`src/rtl/seq_div_8bit.sv`:
```
// seq_div_8bit: multi-cycle unsigned restoring divider, one quotient bit per cycle,
// valid/ready handshakes on operands and results.
module seq_div_8bit #(
  parameter int WIDTH = 8
) (
  input  logic             clk,
  input  logic             rst_n,
  input  logic             in_valid,
  output logic             in_ready,
  input  logic [WIDTH-1:0] dividend,
  input  logic [WIDTH-1:0] divisor,
  output logic             out_valid,
  input  logic             out_ready,
  output logic [WIDTH-1:0] quotient,
  output logic [WIDTH-1:0] remainder,
  output logic             div_by_zero
);
  localparam int CW = $clog2(WIDTH);
  typedef enum logic [1:0] {IDLE, CALC, DONE} state_t;
  state_t state;
  logic [WIDTH-1:0] d, v, q, r, r_next, q_next;
  logic [WIDTH:0] s, t;
  logic [CW-1:0] cnt;
  logic last;
  // r always stays below the divisor, so WIDTH bits of partial remainder suffice
  assign s = {r, d[WIDTH-1]};
  assign t = s - {1'b0, v};
  assign r_next = t[WIDTH] ? s[WIDTH-1:0] : t[WIDTH-1:0];
  assign q_next = {q[WIDTH-2:0], ~t[WIDTH]};
  assign last = cnt == CW'(WIDTH - 1);
  assign in_ready = state == IDLE;
  assign out_valid = state == DONE;
  always_ff @(posedge clk or negedge rst_n) begin
    if (!rst_n) begin
      state <= IDLE;
      d <= '0;
      v <= '0;
      r <= '0;
      q <= '0;
      cnt <= '0;
      quotient <= '0;
      remainder <= '0;
      div_by_zero <= 1'b0;
    end else begin
      case (state)
        IDLE: if (in_valid) begin
          if (divisor == '0) begin
            quotient <= '1;
            remainder <= dividend;
            div_by_zero <= 1'b1;
            state <= DONE;
          end else begin
            d <= dividend;
            v <= divisor;
            r <= '0;
            q <= '0;
            cnt <= '0;
            state <= CALC;
          end
        end
        CALC: begin
          d <= d << 1;
          r <= r_next;
          q <= q_next;
          cnt <= cnt + 1'b1;
          if (last) begin
            quotient <= q_next;
            remainder <= r_next;
            div_by_zero <= 1'b0;
            state <= DONE;
          end
        end
        DONE: if (out_ready) state <= IDLE;
        default: state <= IDLE;
      endcase
    end
  end
endmodule
```
`config.mk`:
```
export PLATFORM = sky130hd
export DESIGN_NAME = seq_div_8bit
export DESIGN_NICKNAME = d
export VERILOG_FILES = /design/src/rtl/seq_div_8bit.sv
export SDC_FILE = /design/constraint.sdc
export NUM_CORES = 1
export LEC_CHECK = 0
export ABC_AREA = 1
export CAP_MARGIN = 20
export CORE_UTILIZATION = 56
export DETAILED_ROUTE_END_ITERATION = 16
export HOLD_SLACK_MARGIN = 0.06
export PLACE_DENSITY = 0.8
export SLEW_MARGIN = 5
export SYNTH_ARGS = -nofsm -noshare
export SYNTH_HDL_FRONTEND = slang
export SYNTH_SLANG_ARGS = --single-unit
export TNS_END_PERCENT = 100
```
`constraint.sdc`:
```
create_clock -name clk -period 3.6 [get_ports clk]
set_input_delay 0.54 -clock clk [delete_from_list [all_inputs] [get_ports clk]]
set_output_delay 0.54 -clock clk [all_outputs]
set_load 0.02 [all_outputs]
```
==> results.json, run 1 <==
{
  "dpl.cell_count": 454,
  "drtIter0Drc": 166,
  "end_kind": "register",
  "synth_edf_count": 0,
  "ctsHoldBuffers": 0,
  "ys_seq_elements": 53,
  "antenna_found_initial": 0,
  "diodes": 0,
  "synth-async-reset-ratio_pct": 100,
  "synthDistinctLibCells": 27,
  "vdd_drop_max_mv": 0.424,
  "routed_wl_um": 5830,
  "synthSimpleGateAreaFrac_pct": 24.1,
  "via_count": 2324,
  "cp.depth": 9,
  "cp_slowest_cell": "nand2_1",
  "synth_top_area_share_pct": 47.3,
  "synth_fa_ha_area_share_pct": 5.17,
  "period_minus_slack_ps": 2390,
  "synth_top_area_cell": "dfrtp_1",
  "clk_latency_ps": 310,
  "rows": 25,
  "syn-num-nets": 387,
  "place.detailed.hpwl_um": 4310,
  "io_buffers": 38,
  "crit_arrival_ps": 2590,
  "cts_inserted_buffers": 5,
  "pre_cts_ws_ps": 960,
  "finalSetupTns_ps": 0,
  "crit_chain": "clkdlybuf4s50_1 -> inv_1 -> nand4_1 -> o21ai_2 -> nand2_1 -> nor2_2 -> nand3_1 -> nand2_1 -> inv_1",
  "gp_congestion": 0.801,
  "endpoint": "remainder[0]$_DFFE_PN0P_",
  "die_area_mm2": 0.00530,
  "clock_skew_ps": 7.78,
  "drc": 0,
  "clk_pin_slew_worst_paths_ps": 100,
  "postSynthAreaPerCell_um2": 7.88,
  "synth.top_cells.by_count": "nand2_1 (85), inv_1 (71), dfrtp_1 (53)",
  "post_dp_cell_area_mm2": 0.00323,
  "final_cells": 462,
  "ys_seq_area_share_pct": 47.3,
  "worst_pin_slew_ps": 803,
  "wl_per_cell_um": 12.6,
  "cts_sinks": 53,
  "synth_cells": 356,
  "slew-limit-headroom_pct": 46.5,
  "setup_viol": 0,
  "report.power.total_mw": 3.01,
  "crit_type": "input port to register",
  "cts_setup_buffers": 0,
  "slew_viol_final": 0,
  "ctsRootBufferMaster": "clkbuf_8",
  "muxShareOfSynthArea_pct": 0,
  "cp-startpoint": "divisor[6]",
  "cts_tree": "yes",
  "cp_max_fo": 20,
  "fmax_mhz": 419,
  "min_path_type": "input port to async pin",
  "nets": 425,
  "cellLeakagePower_nw": 1.73,
  "yosys_warnings": 0,
  "r2r_start": "state[0]$_DFFE_PN0P_",
  "multiInputGateArea_mm2": 0.00115,
  "cts_max_level": 2,
  "core_mm2": 0.00479,
  "slowest_delay_ps": 530,
  "max-cap-violations": 0,
  "synth_compound_area_share_pct": 10.8,
  "syn_area_mm2": 0.00281,
  "viasPerCell": 5.03,
  "worst_slack_ps": 1210,
  "cp.required_ps": 3800,
  "worstSetupStartpointType": "input port",
  "clockBufferDepth": 2,
  "cp_num_buf_inv": 3,
  "r2r_setup_slack_ps": 1260,
  "area_growth_pct": 18.3,
  "fin_crit_sh_pct": 66.3,
  "initial_core_util_pct": 58.6,
  "cp_top_family": "simple AND/OR/NAND/NOR gates",
  "io_pins": 39,
  "synth_top_family_by_area": "simple AND/OR/NAND/NOR gates",
  "cts_resized": 0,
  "ant_nets": 0,
  "status": "finished, final reports clean",
  "rsz0062_at_grt": "false",
  "synthFlopType": "dfrtp_1",
  "fillers": 406,
  "drive_above_1_share_pct": 7.59,
  "r2r_end": "remainder[0]$_DFFE_PN0P_",
  "die_w_um": 72.8,
  "final-seq-area_mm2": 0.00133,
  "grt_pass1_vias": 2231,
  "grt_pass1_wl_um": 9720,
  "grt_max_degree": 37,
  "synth.area.top_cells": "dfrtp_1 (47%), nand2_1 (11%), inv_1 (9.5%), nand3_1 (7.0%), ha_1 (4.5%)",
  "grt_overflow": 0,
  "dr.pass1.iters": 5,
  "rr_worst_depth": 7,
  "track_usage_pct": 24.1,
  "p_per_area_mw_per_mm2": 906,
  "hold_viol": 0,
  "yosysMostFrequentCell": "nand2_1",
  "die_h_um": 72.8,
  "final_area_mm2": 0.00332,
  "synth_xor_area_share_pct": 0.937
}
## registers in the layout, summed over array words and instances (netlist names)
name and count:
d 8, q 7, remainder 8, div_by_zero 1, quotient 8, state 2
r 8, cnt 3, v 8
## report_power, final
group	leakage (nW)	internal (mW)	switching [mW]	total [mW]
registers	0.628	0.835	0.148	0.982
logic	1.06	0.622	1.06	1.68
clock network	0.0445	0.138	0.204	0.342
## metal layers
layer	up-vias	GRT usage (%)	part of all wire, %
li1	1199	-	-
met1	1065	30.2	45
met2	49	41.5	49
met3	11	4.97	3.7
met4	0	8.71	1.8
met5	-	0	0
## worst min path at each step
stage / cells past startpoint / end / slack [ps] / from
after floorplan: 0 / cnt[0]$_DFFE_PN0P_ / 240 / rst_n
after global placement: 2 / d[0]$_DFFE_PN0P_ / 460 / d[0]$_DFFE_PN0P_
after detailed placement: 2 / v[6]$_DFFE_PN0P_ / 480 / v[6]$_DFFE_PN0P_
after CTS: 1 / q[3]$_DFFE_PN0P_ / 340 / rst_n
after global routing: 1 / quotient[5]$_DFFE_PN0P_ / 370 / rst_n
final: 1 / q[3]$_DFFE_PN0P_ / 310 / rst_n
## cells in the final DEF, fill, tap and decap left out, types with 8 or more instances in the layout
cell | netlist | final
a21oi_1 | 17 | 17
clkdlybuf4s50_1 | 0 | 37
dfrtp_1 | 53 | 53
ha_1 | 10 | 10
inv_1 | 71 | 71
nand2_1 | 85 | 85
nand3_1 | 39 | 39
nor2_1 | 17 | 17
nor2_2 | 8 | 8
o21ai_0 | 11 | 11
## cell type report
cell class / count / share of cell area (%)
Tap cell: 67 / 2.53
Timing Repair Buffer: 40 / 11.8
Inverter: 74 / 8.37
Clock inverter: 3 / 0.641
Sequential cell: 53 / 40.0
Clock buffer: 5 / 2.07
Multi-Input combinational cell: 220 / 34.7
## per-stage QoR
stage	hold slack (ps)	util, %
6_report	308	69.4
5_1_grt	373	69.4
4_1_cts	335	69.4
3_5_place_dp	478	67.5
3_3_place_gp	460	67.5
2_1_floorplan	244	-
## cell families (layout without fill, tap and decap cells)
family          count (synthesis)  count (layout)
buf+inv                        83             122
fa+ha+maj                      11              11
simple gates                  156             156
xor+xnor                        3               3
flops                          53              53
compound gates                 50              50
Power figures use the tool's default switching activity.
==> inputs of run 2 (changes only) <==
CORE_UTILIZATION = 55   (was 56)
PLACE_DENSITY = 0.79   (was 0.8)
clock period = 2.38 ns   (was 3.6 ns; I/O delays follow)
==> results.json, run 2 (synthesis results as in run 1) <==
{
  "internal_power_mw": 2.49,
  "ctsRootBufferMaster": "clkbuf_8",
  "slew_viol_final": 0,
  "clock_skew_ps": 7.79,
  "grt_max_degree": 54,
  "antenna_found_initial": 0,
  "rsz0062_at_grt": "false",
  "max-cap-violations": 0,
  "period_minus_slack_ps": 2080,
  "die_w_um": 73.4,
  "fin_crit_sh_pct": 87.6,
  "area_growth_pct": 20.2,
  "cts_tree": "yes",
  "post_dp_cell_area_mm2": 0.00328,
  "cp_max_fo": 9,
  "min_path_type": "input port to async pin",
  "combinationalPowerShare_pct": 56.9,
  "cts_resized": 0,
  "setup_viol": 0,
  "slew-limit-headroom_pct": 56.5,
  "fmax_mhz": 480,
  "clk_latency_ps": 310,
  "rows": 25,
  "grt_pass1_wl_um": 9740,
  "status": "finished, final reports clean",
  "ant_nets": 0,
  "fillers": 417,
  "power.net_switching_mw": 2.11,
  "power_frac_seq_pct": 32.0,
  "via_count": 2299,
  "io_pins": 39,
  "routed_wl_um": 5510,
  "cp.required_ps": 2590,
  "cts_inserted_buffers": 5,
  "die_area_mm2": 0.00539,
  "final_common_cell": "nand2_1",
  "drive_above_1_share_pct": 8.75,
  "cts_setup_buffers": 0,
  "dr.pass1.iters": 4,
  "final_cell_mix": "nand2_1 (85), inv_1 (71), dfrtp_1 (53)",
  "ctsHoldBuffers": 0,
  "crit_type": "register to register",
  "final_area_mm2": 0.00337,
  "place.detailed.hpwl_um": 4150,
  "wl_per_cell_um": 11.8,
  "grt_pass1_vias": 2216,
  "io_buffers": 38,
  "crit_arrival_ps": 2300,
  "track_usage_pct": 23.8,
  "core_mm2": 0.00482,
  "die_h_um": 73.4,
  "nets": 430,
  "power.share.clock_pct": 11.1,
  "grt_overflow": 0,
  "cts_sinks": 53,
  "drtIter0Drc": 114,
  "pre_cts_ws_ps": 317,
  "viasPerCell": 4.92,
  "clk_pin_slew_worst_paths_ps": 100,
  "end_kind": "register",
  "worst_slack_ps": 296,
  "vdd_drop_max_mv": 0.740,
  "switching_share_pct": 45.9,
  "initial_core_util_pct": 58.2,
  "worstSetupStartpointType": "register",
  "gp_congestion": 0.867,
  "hold_ws_ps": 142,
  "p_per_area_mw_per_mm2": 1360,
  "drc": 0,
  "cts_max_level": 2,
  "clockBufferDepth": 2,
  "hold_viol": 0,
  "finalSetupTns_ps": 0,
  "cellLeakagePower_nw": 1.75,
  "worst_pin_slew_ps": 652,
  "diodes": 0
}
run 2: power groups by stage:
stage	clock network, mW	registers (mW)	logic, mW
after floorplan	0	1.56	1.81
after global placement	0	1.49	2.57
after detailed placement	0	1.49	2.62
after CTS	0.520	1.47	2.64
after global routing	0.550	1.52	3.00
final	0.509	1.47	2.62
run 2: final timing paths:
kind                                        from  depth (start not counted)                        to  slack, ps
worst max-delay path            d[7]$_DFFE_PN0P_                         14  remainder[3]$_DFFE_PN0P_        300
worst min-delay path                       rst_n                          2   quotient[5]$_DFFE_PN0P_        140
worst max register to register  d[7]$_DFFE_PN0P_                         14  remainder[3]$_DFFE_PN0P_        300
worst min register to register  d[0]$_DFFE_PN0P_                          2          d[0]$_DFFE_PN0P_        480
max in group asynchronous                  rst_n                          2          v[2]$_DFFE_PN0P_       1800
min in group clk                d[0]$_DFFE_PN0P_                          2          d[0]$_DFFE_PN0P_        480
run 2: layout make-up:
cell class | count | area (µm²) | share of cell area [%]
clock buffers | 5 | 68.8 | 2.04
flip-flops and latches | 53 | 1330 | 39.3
multi-input cells | 220 | 1150 | 34.1
well taps | 67 | 83.8 | 2.49
clock inverters | 3 | 22.5 | 0.668
inverters | 74 | 278 | 8.24
repair buffers | 45 | 440 | 13.1
run 2: critical path: stages (launching register included):
cell and delay [ps]:
dfrtp_1 400, inv_1 60, ha_1 130, inv_1 60
fa_1 400, nand2_1 80, nand2_1 80, nand3_1 140
nand2_1 100, nand2_1 100, nand2_2 110, nand3_1 140
nand3_1 90, nand2_1 60, inv_1 40
run 2: metrics by stage:
stage | total power [mW] | instances | util [%]
finish | 4.60 | 467 | 70.0
global route | 5.06 | 467 | 70.0
CTS | 4.63 | 467 | 70.0
detailed placement | 4.11 | 459 | 68.1
global placement | 4.06 | 459 | 68.1
floorplan | 3.37 | 356 | -
run 2: routing by layer:
layer	vias up	part of all wire [%]	routed length, µm	track usage (%)
met2	30	49	2670	40.4
li1	1208	-	-	-
met1	1050	47	2580	31.0
met5	-	0	0	0
met3	11	2.8	153	4.66
met4	0	1.9	104	7.26
